===== config.mk =====
export PLATFORM = sky130hd
export DESIGN_NAME = instr_fetch_unit
export DESIGN_NICKNAME = d
export VERILOG_FILES = /design/src/rtl/rv32i_pkg.sv /design/src/rtl/fetch_ring.sv /design/src/rtl/instr_fetch_unit.sv
export SDC_FILE = /design/constraint.sdc
export NUM_CORES = 1
export LEC_CHECK = 0
export ABC_CLOCK_PERIOD_IN_PS = 3700
export CAP_MARGIN = 20
export CORE_MARGIN = 2
export CORE_UTILIZATION = 55
export CTS_BUF_LIST = sky130_fd_sc_hd__clkbuf_16
export DETAILED_ROUTE_END_ITERATION = 6
export PLACE_DENSITY = 0.78
export SYNTH_ARGS = -nofsm -noshare
export SYNTH_HDL_FRONTEND = slang
export SYNTH_HIERARCHICAL = 1
export SYNTH_SLANG_ARGS = --single-unit

===== constraint.sdc =====
create_clock -name clk -period 3.7 [get_ports clk]
set_input_delay 0.37 -clock clk [delete_from_list [all_inputs] [get_ports clk]]
set_output_delay 0.37 -clock clk [all_outputs]
set_load 0.01 [all_outputs]

===== src/rtl/rv32i_pkg.sv =====
// Shared types and constants for the RV32I front end.
package rv32i_pkg;

    typedef enum logic [0:0] {
        FS_RUN   = 1'b0,
        FS_DRAIN = 1'b1
    } fetch_state_t;

    // addi x0, x0, 0 -- harmless filler written into the ring on a redirect
    localparam logic [31:0] NOP_INSTR = 32'h0000_0013;

endpackage


===== src/rtl/fetch_ring.sv =====
// Fetch buffer storage: the address is written at issue, the data on
// response, and the head entry is read combinationally for decode.
module fetch_ring #(
    parameter int unsigned ADDR_W = 32,
    parameter int unsigned DATA_W = 32,
    parameter int unsigned DEPTH  = 4
) (
    input  logic                     clk,
    input  logic                     rst,
    input  logic                     i_addr_we,
    input  logic [$clog2(DEPTH)-1:0] i_wp,
    input  logic [ADDR_W-1:0]        i_addr,
    input  logic                     i_data_we,
    input  logic [$clog2(DEPTH)-1:0] i_fp,
    input  logic [DATA_W-1:0]        i_data,
    input  logic [$clog2(DEPTH)-1:0] i_rp,
    output logic [ADDR_W-1:0]        o_addr,
    output logic [DATA_W-1:0]        o_data
);

    logic [ADDR_W-1:0] r_addr [DEPTH];
    logic [DATA_W-1:0] r_data [DEPTH];

    // Independent address and data write ports; storage clears on reset
    always_ff @(posedge clk or negedge rst) begin
        if (!rst) begin
            for (int i = 0; i < int'(DEPTH); i++) begin
                r_addr[i] <= '0;
                r_data[i] <= '0;
            end
        end else begin
            if (i_addr_we) begin
                r_addr[i_wp] <= i_addr;
            end
            if (i_data_we) begin
                r_data[i_fp] <= i_data;
            end
        end
    end

    assign o_addr = r_addr[i_rp];
    assign o_data = r_data[i_rp];

endmodule


===== src/rtl/instr_fetch_unit.sv =====
// Fetch stage: issues in-order instruction memory requests from the PC,
// buffers responses in a ring and hands {instr, addr} to decode. A flush
// discards everything; responses still owed for the wrong path are then
// swallowed in DRAIN before fetching resumes.
module instr_fetch_unit
    import rv32i_pkg::*;
#(
    parameter int unsigned ADDR_W = 32,
    parameter int unsigned DATA_W = 32,
    parameter int unsigned DEPTH  = 4
) (
    input  logic              clk,
    input  logic              rst,
    input  logic [ADDR_W-1:0] pc_addr,
    input  logic              pc_valid,
    output logic              pc_stall,
    input  logic              flush,
    output logic              imem_req_valid,
    input  logic              imem_req_ready,
    output logic [ADDR_W-1:0] imem_req_addr,
    input  logic              imem_rsp_valid,
    input  logic [DATA_W-1:0] imem_rsp_data,
    output logic              id_valid,
    input  logic              id_ready,
    output logic [DATA_W-1:0] id_instr,
    output logic [ADDR_W-1:0] id_addr
);

    localparam int unsigned PTR_W = $clog2(DEPTH);
    localparam int unsigned CNT_W = PTR_W + 1;

    fetch_state_t     r_state;
    logic [PTR_W-1:0] r_wp;
    logic [PTR_W-1:0] r_fp;
    logic [PTR_W-1:0] r_rp;
    logic [CNT_W-1:0] r_n_infl;
    logic [CNT_W-1:0] r_n_buf;
    logic [CNT_W-1:0] r_n_drop;

    logic             w_run;
    logic [CNT_W-1:0] w_occ;
    logic             w_room;
    logic             w_issue;
    logic             w_rsp_run;
    logic             w_rsp_drain;
    logic             w_consume;
    logic [CNT_W-1:0] w_stale;
    logic [CNT_W-1:0] w_drop_nxt;
    logic             w_data_we;
    logic [PTR_W-1:0] w_data_idx;
    logic [DATA_W-1:0] w_data_wr;

    assign w_run   = (r_state == FS_RUN);
    assign w_occ   = r_n_infl + r_n_buf;
    assign w_room  = (w_occ < CNT_W'(DEPTH));

    // Reset gating keeps the handshake outputs quiet while rst is held low
    assign imem_req_valid = rst & pc_valid & ~flush & w_run & w_room;
    assign imem_req_addr  = pc_addr;
    assign w_issue        = imem_req_valid & imem_req_ready;
    assign pc_stall       = rst & pc_valid & ~w_issue;

    // A response with nothing in flight is ignored rather than corrupting the ring
    assign w_rsp_run   = imem_rsp_valid & w_run & (r_n_infl != '0);
    assign w_rsp_drain = imem_rsp_valid & ~w_run & (r_n_drop != '0);

    assign id_valid  = (r_n_buf != '0);
    assign w_consume = id_valid & id_ready;

    // Responses still owed after a flush; one arriving in the flush cycle is already paid
    assign w_stale    = r_n_infl - CNT_W'(w_rsp_run);
    assign w_drop_nxt = r_n_drop - CNT_W'(w_rsp_drain);

    // A redirect parks a NOP in slot 0 so a stray read of the empty ring decodes harmlessly
    assign w_data_we  = w_rsp_run | flush;
    assign w_data_idx = flush ? '0 : r_fp;
    assign w_data_wr  = flush ? DATA_W'(NOP_INSTR) : imem_rsp_data;

    fetch_ring #(
        .ADDR_W (ADDR_W),
        .DATA_W (DATA_W),
        .DEPTH  (DEPTH)
    ) u_ring (
        .clk       (clk),
        .rst       (rst),
        .i_addr_we (w_issue),
        .i_wp      (r_wp),
        .i_addr    (pc_addr),
        .i_data_we (w_data_we),
        .i_fp      (w_data_idx),
        .i_data    (w_data_wr),
        .i_rp      (r_rp),
        .o_addr    (id_addr),
        .o_data    (id_instr)
    );

    // Pointers, occupancy counters and the RUN/DRAIN state machine
    always_ff @(posedge clk or negedge rst) begin
        if (!rst) begin
            r_state  <= FS_RUN;
            r_wp     <= '0;
            r_fp     <= '0;
            r_rp     <= '0;
            r_n_infl <= '0;
            r_n_buf  <= '0;
            r_n_drop <= '0;
        end else begin
            if (flush) begin
                r_wp     <= '0;
                r_fp     <= '0;
                r_rp     <= '0;
                r_n_infl <= '0;
                r_n_buf  <= '0;
            end else begin
                if (w_issue) begin
                    r_wp <= r_wp + PTR_W'(1);
                end
                if (w_rsp_run) begin
                    r_fp <= r_fp + PTR_W'(1);
                end
                if (w_consume) begin
                    r_rp <= r_rp + PTR_W'(1);
                end
                r_n_infl <= r_n_infl + CNT_W'(w_issue) - CNT_W'(w_rsp_run);
                r_n_buf  <= r_n_buf + CNT_W'(w_rsp_run) - CNT_W'(w_consume);
            end

            case (r_state)
                FS_RUN: begin
                    if (flush) begin
                        r_n_drop <= w_stale;
                        r_state  <= (w_stale != '0) ? FS_DRAIN : FS_RUN;
                    end
                end
                FS_DRAIN: begin
                    r_n_drop <= w_drop_nxt;
                    r_state  <= (w_drop_nxt == '0) ? FS_RUN : FS_DRAIN;
                end
                default: begin
                    r_state <= FS_RUN;
                end
            endcase
        end
    end

    // Memory must never answer a request that was not issued
    always @(posedge clk) begin
        if (rst) begin
            assert (!(imem_rsp_valid && w_run && (r_n_infl == '0)))
                else $error("instr_fetch_unit: imem response with no request in flight");
        end
    end

endmodule

==> impl_metrics.json <==
{
  "synth_top_area_frac": 0.546,
  "skew_ns": 0.0117,
  "drc": 0,
  "dieArea_um2": 23900,
  "ant_nets": 0,
  "power_density_nw_per_um2": 604,
  "first_global_vias": 7584,
  "p_int_mw": 6.61,
  "grt_pass1_wl_um": 40200,
  "synth.most_common_cell": "dfrtp_1",
  "ir_drop_mv": 0.374,
  "reg2reg_from": "r_n_infl[1]$_DFF_PN0_",
  "synth_seq_cells": 272,
  "viasPerCell": 5.71,
  "rows": 55,
  "syn_to_final_growth_pct": 21.2,
  "syn_avg_cell_area_um2": 15.8,
  "whs_ns": -0.0114,
  "hpwl_um": 15400,
  "die_width_um": 154,
  "ys_types": 35,
  "rsz0062_at_grt": "no",
  "drv_cap": 0,
  "failed_checks": "negative hold slack",
  "drt_pass1_iterations": 4,
  "yosysTopAreaCell": "dfrtp_1",
  "hold_path.class": "in2async",
  "place_ws_ns": 0.838,
  "start_kind": "register",
  "place_congestion": 0.716,
  "grt-ovfl-total": 0,
  "io_pins": 170,
  "ys.flop_type": "dfrtp_1",
  "wl_per_cell_um": 19.8,
  "start_util": 0.555,
  "r2r_slack_ns": 0.84,
  "setup_ws_ns": 0.580,
  "core_um2": 22400,
  "multi_input_area_um2": 5140,
  "nets": 1012,
  "p_leak_nw": 7.00,
  "ff2ff_path_depth": 13,
  "ys_warn_count": 6,
  "htreeDepth": 1,
  "clock-sinks": 272,
  "synth_edf_count": 0,
  "post_cts_hold_buffer_count": 0,
  "cts.clk_slew.worst_paths_ns": 0.06,
  "p_switching_mw": 2.50,
  "die_y_um": 154,
  "tightest_slew_ns": 0.896,
  "grt_start_max_net_pins": 84,
  "tns_ns": 0,
  "register_area_um2": 6810,
  "finalHoldViolations": 1,
  "wirelength_um": 24500,
  "syn-num-nets": 869,
  "swShare": 0.274,
  "drv_slew": 0,
  "yosysSeqAreaShare": 0.546,
  "cts_tree": "built",
  "postSynth.asyncResetShare": 1.00,
  "critical_path_peak_fanout": 6,
  "clockPowerShare": 0.283,
  "cp.required_ns": 3.33,
  "antenna_found_initial": 0,
  "post_cts_resized": 0,
  "n_antenna_cell": 0,
  "critPathCaptureType": "output pin",
  "vias": 7049,
  "cts-root-buf": "clkbuf_16",
  "relSlewSlack": 0.403,
  "reg2reg_to": "r_n_infl[2]$_DFF_PN0_",
  "status": "finished, violations left",
  "combPwrFrac": 0.302,
  "fin_crit_ns": 3.12,
  "path_class": "reg2out",
  "ys_top_cells_by_count": "dfrtp_1, mux2_2, mux4_2",
  "power_mw": 9.11,
  "pwr-share-seq": 0.414,
  "clock.fmax_mhz": 320,
  "syn_area_um2": 12500,
  "post_cts_buffers": 0,
  "cts_max_path_buffers": 3,
  "crit_arrival_ns": 2.75,
  "synthCells": 787,
  "portBuffers": 169,
  "setup-violations-final": 0,
  "period_share": 0.843,
  "ys_top_cells_by_area": "dfrtp_1, mux2_2, mux4_2",
  "final_util": 0.673,
  "worst_skew_pair.late_latency_ns": 0.53,
  "drive_gt1_frac": 0.406,
  "drtIter0Drc": 288,
  "nFillCells": 1638,
  "grt.total_usage": 0.210,
  "cts_inserted_buffers": 29
}
==> cell families after synthesis <==
logic type,share of synthesized area
mux,0.350
fa+ha+maj,0.0123
buf+inv,0.0421
compound gates,0.00733
simple gates,0.0339
flops,0.546
xor+xnor,0.00844
==> worst max path at each step <==
stage | start | end | slack [ns]
finish | r_n_infl[1]$_DFF_PN0_ | pc_stall | 0.58
global route | r_n_buf[1]$_DFF_PN0_ | pc_stall | 0.41
CTS | r_rp[0]$_DFFE_PN0P_ | id_instr[23] | 0.52
detailed placement | imem_rsp_valid | u_ring/r_data[47]$_DFFE_PN0P_ | 0.84
global placement | imem_rsp_valid | u_ring/r_data[44]$_DFFE_PN0P_ | 0.87
floorplan | r_n_infl[1]$_DFF_PN0_ | r_n_infl[2]$_DFF_PN0_ | 0.83
==> flip-flops by register name (all words and copies together), names as in the netlist, 2 cells and up <==
name,flops
r_n_infl,3
u_ring/r_addr,128
r_fp,2
r_rp,2
r_n_buf,3
r_n_drop,3
u_ring/r_data,128
r_wp,2
==> power groups by stage <==
| stage | Clock [mW] | Combinational (mW) | Sequential [mW] |
|---|---|---|---|
| after floorplan | 0 | 1.74 | 3.65 |
| after CTS | 2.66 | 2.79 | 3.78 |
| after global routing | 2.78 | 2.96 | 3.85 |
| final | 2.58 | 2.75 | 3.78 |
| after detailed placement | 0 | 2.78 | 3.83 |
| after global placement | 0 | 2.74 | 3.81 |
==> layout by cell type, fill, tap and decap left out, types with 2 or more instances in the layout <==
master,n
nor2_1,10
nand2_1,4
o21ai_0,3
mux2_2,252
fa_1,2
buf_4,16
or3_1,2
inv_1,18
ha_1,9
clkbuf_16,29
nor2b_1,33
clkdlybuf4s50_1,167
xnor2_1,8
mux2_1,4
dfrtp_1,270
a21oi_1,4
nand3_1,2
buf_12,3
nor3b_4,2
mux2i_1,3
or2_2,4
clkinv_2,5
nand3b_1,4
nor3_1,2
clkinv_1,7
xor2_1,4
mux4_2,64
==> critical path: stages (launching register included) <==
cell and delay [ns]:
dfrtp_1 0.45, ha_1 0.35, a31oi_4 0.09, xnor2_1 0.39, nor3_1 0.11, buf_4 0.19
nor2_1 0.08, clkdlybuf4s50_1 0.54
==> through the flow <==
| stage | cells | area (um2) |
|---|---|---|
| 2_1_floorplan | 787 | 12500 |
| 3_3_place_gp | 1183 | 14200 |
| 3_5_place_dp | 1183 | 14200 |
| 4_1_cts | 1233 | 15100 |
| 5_1_grt | 1234 | 15100 |
| 6_report | 1234 | 15100 |
==> routing by layer <==
metal	track usage	vias up	part of all wire
met1	0.297	3736	0.45
met2	0.352	149	0.49
met4	0.0454	0	0.017
li1	-	3130	-
met5	0	-	0
met3	0.0311	34	0.039
==> cell type report <==
| class | count | area share |
|---|---|---|
| Clock buffer | 29 | 0.0481 |
| Multi-Input combinational cell | 427 | 0.341 |
| Sequential cell | 272 | 0.451 |
| Clock inverter | 21 | 0.00771 |
| Timing Repair Buffer | 189 | 0.126 |
| Inverter | 11 | 0.00274 |
| Tap cell | 285 | 0.0236 |
Power figures use the tool's default switching activity.
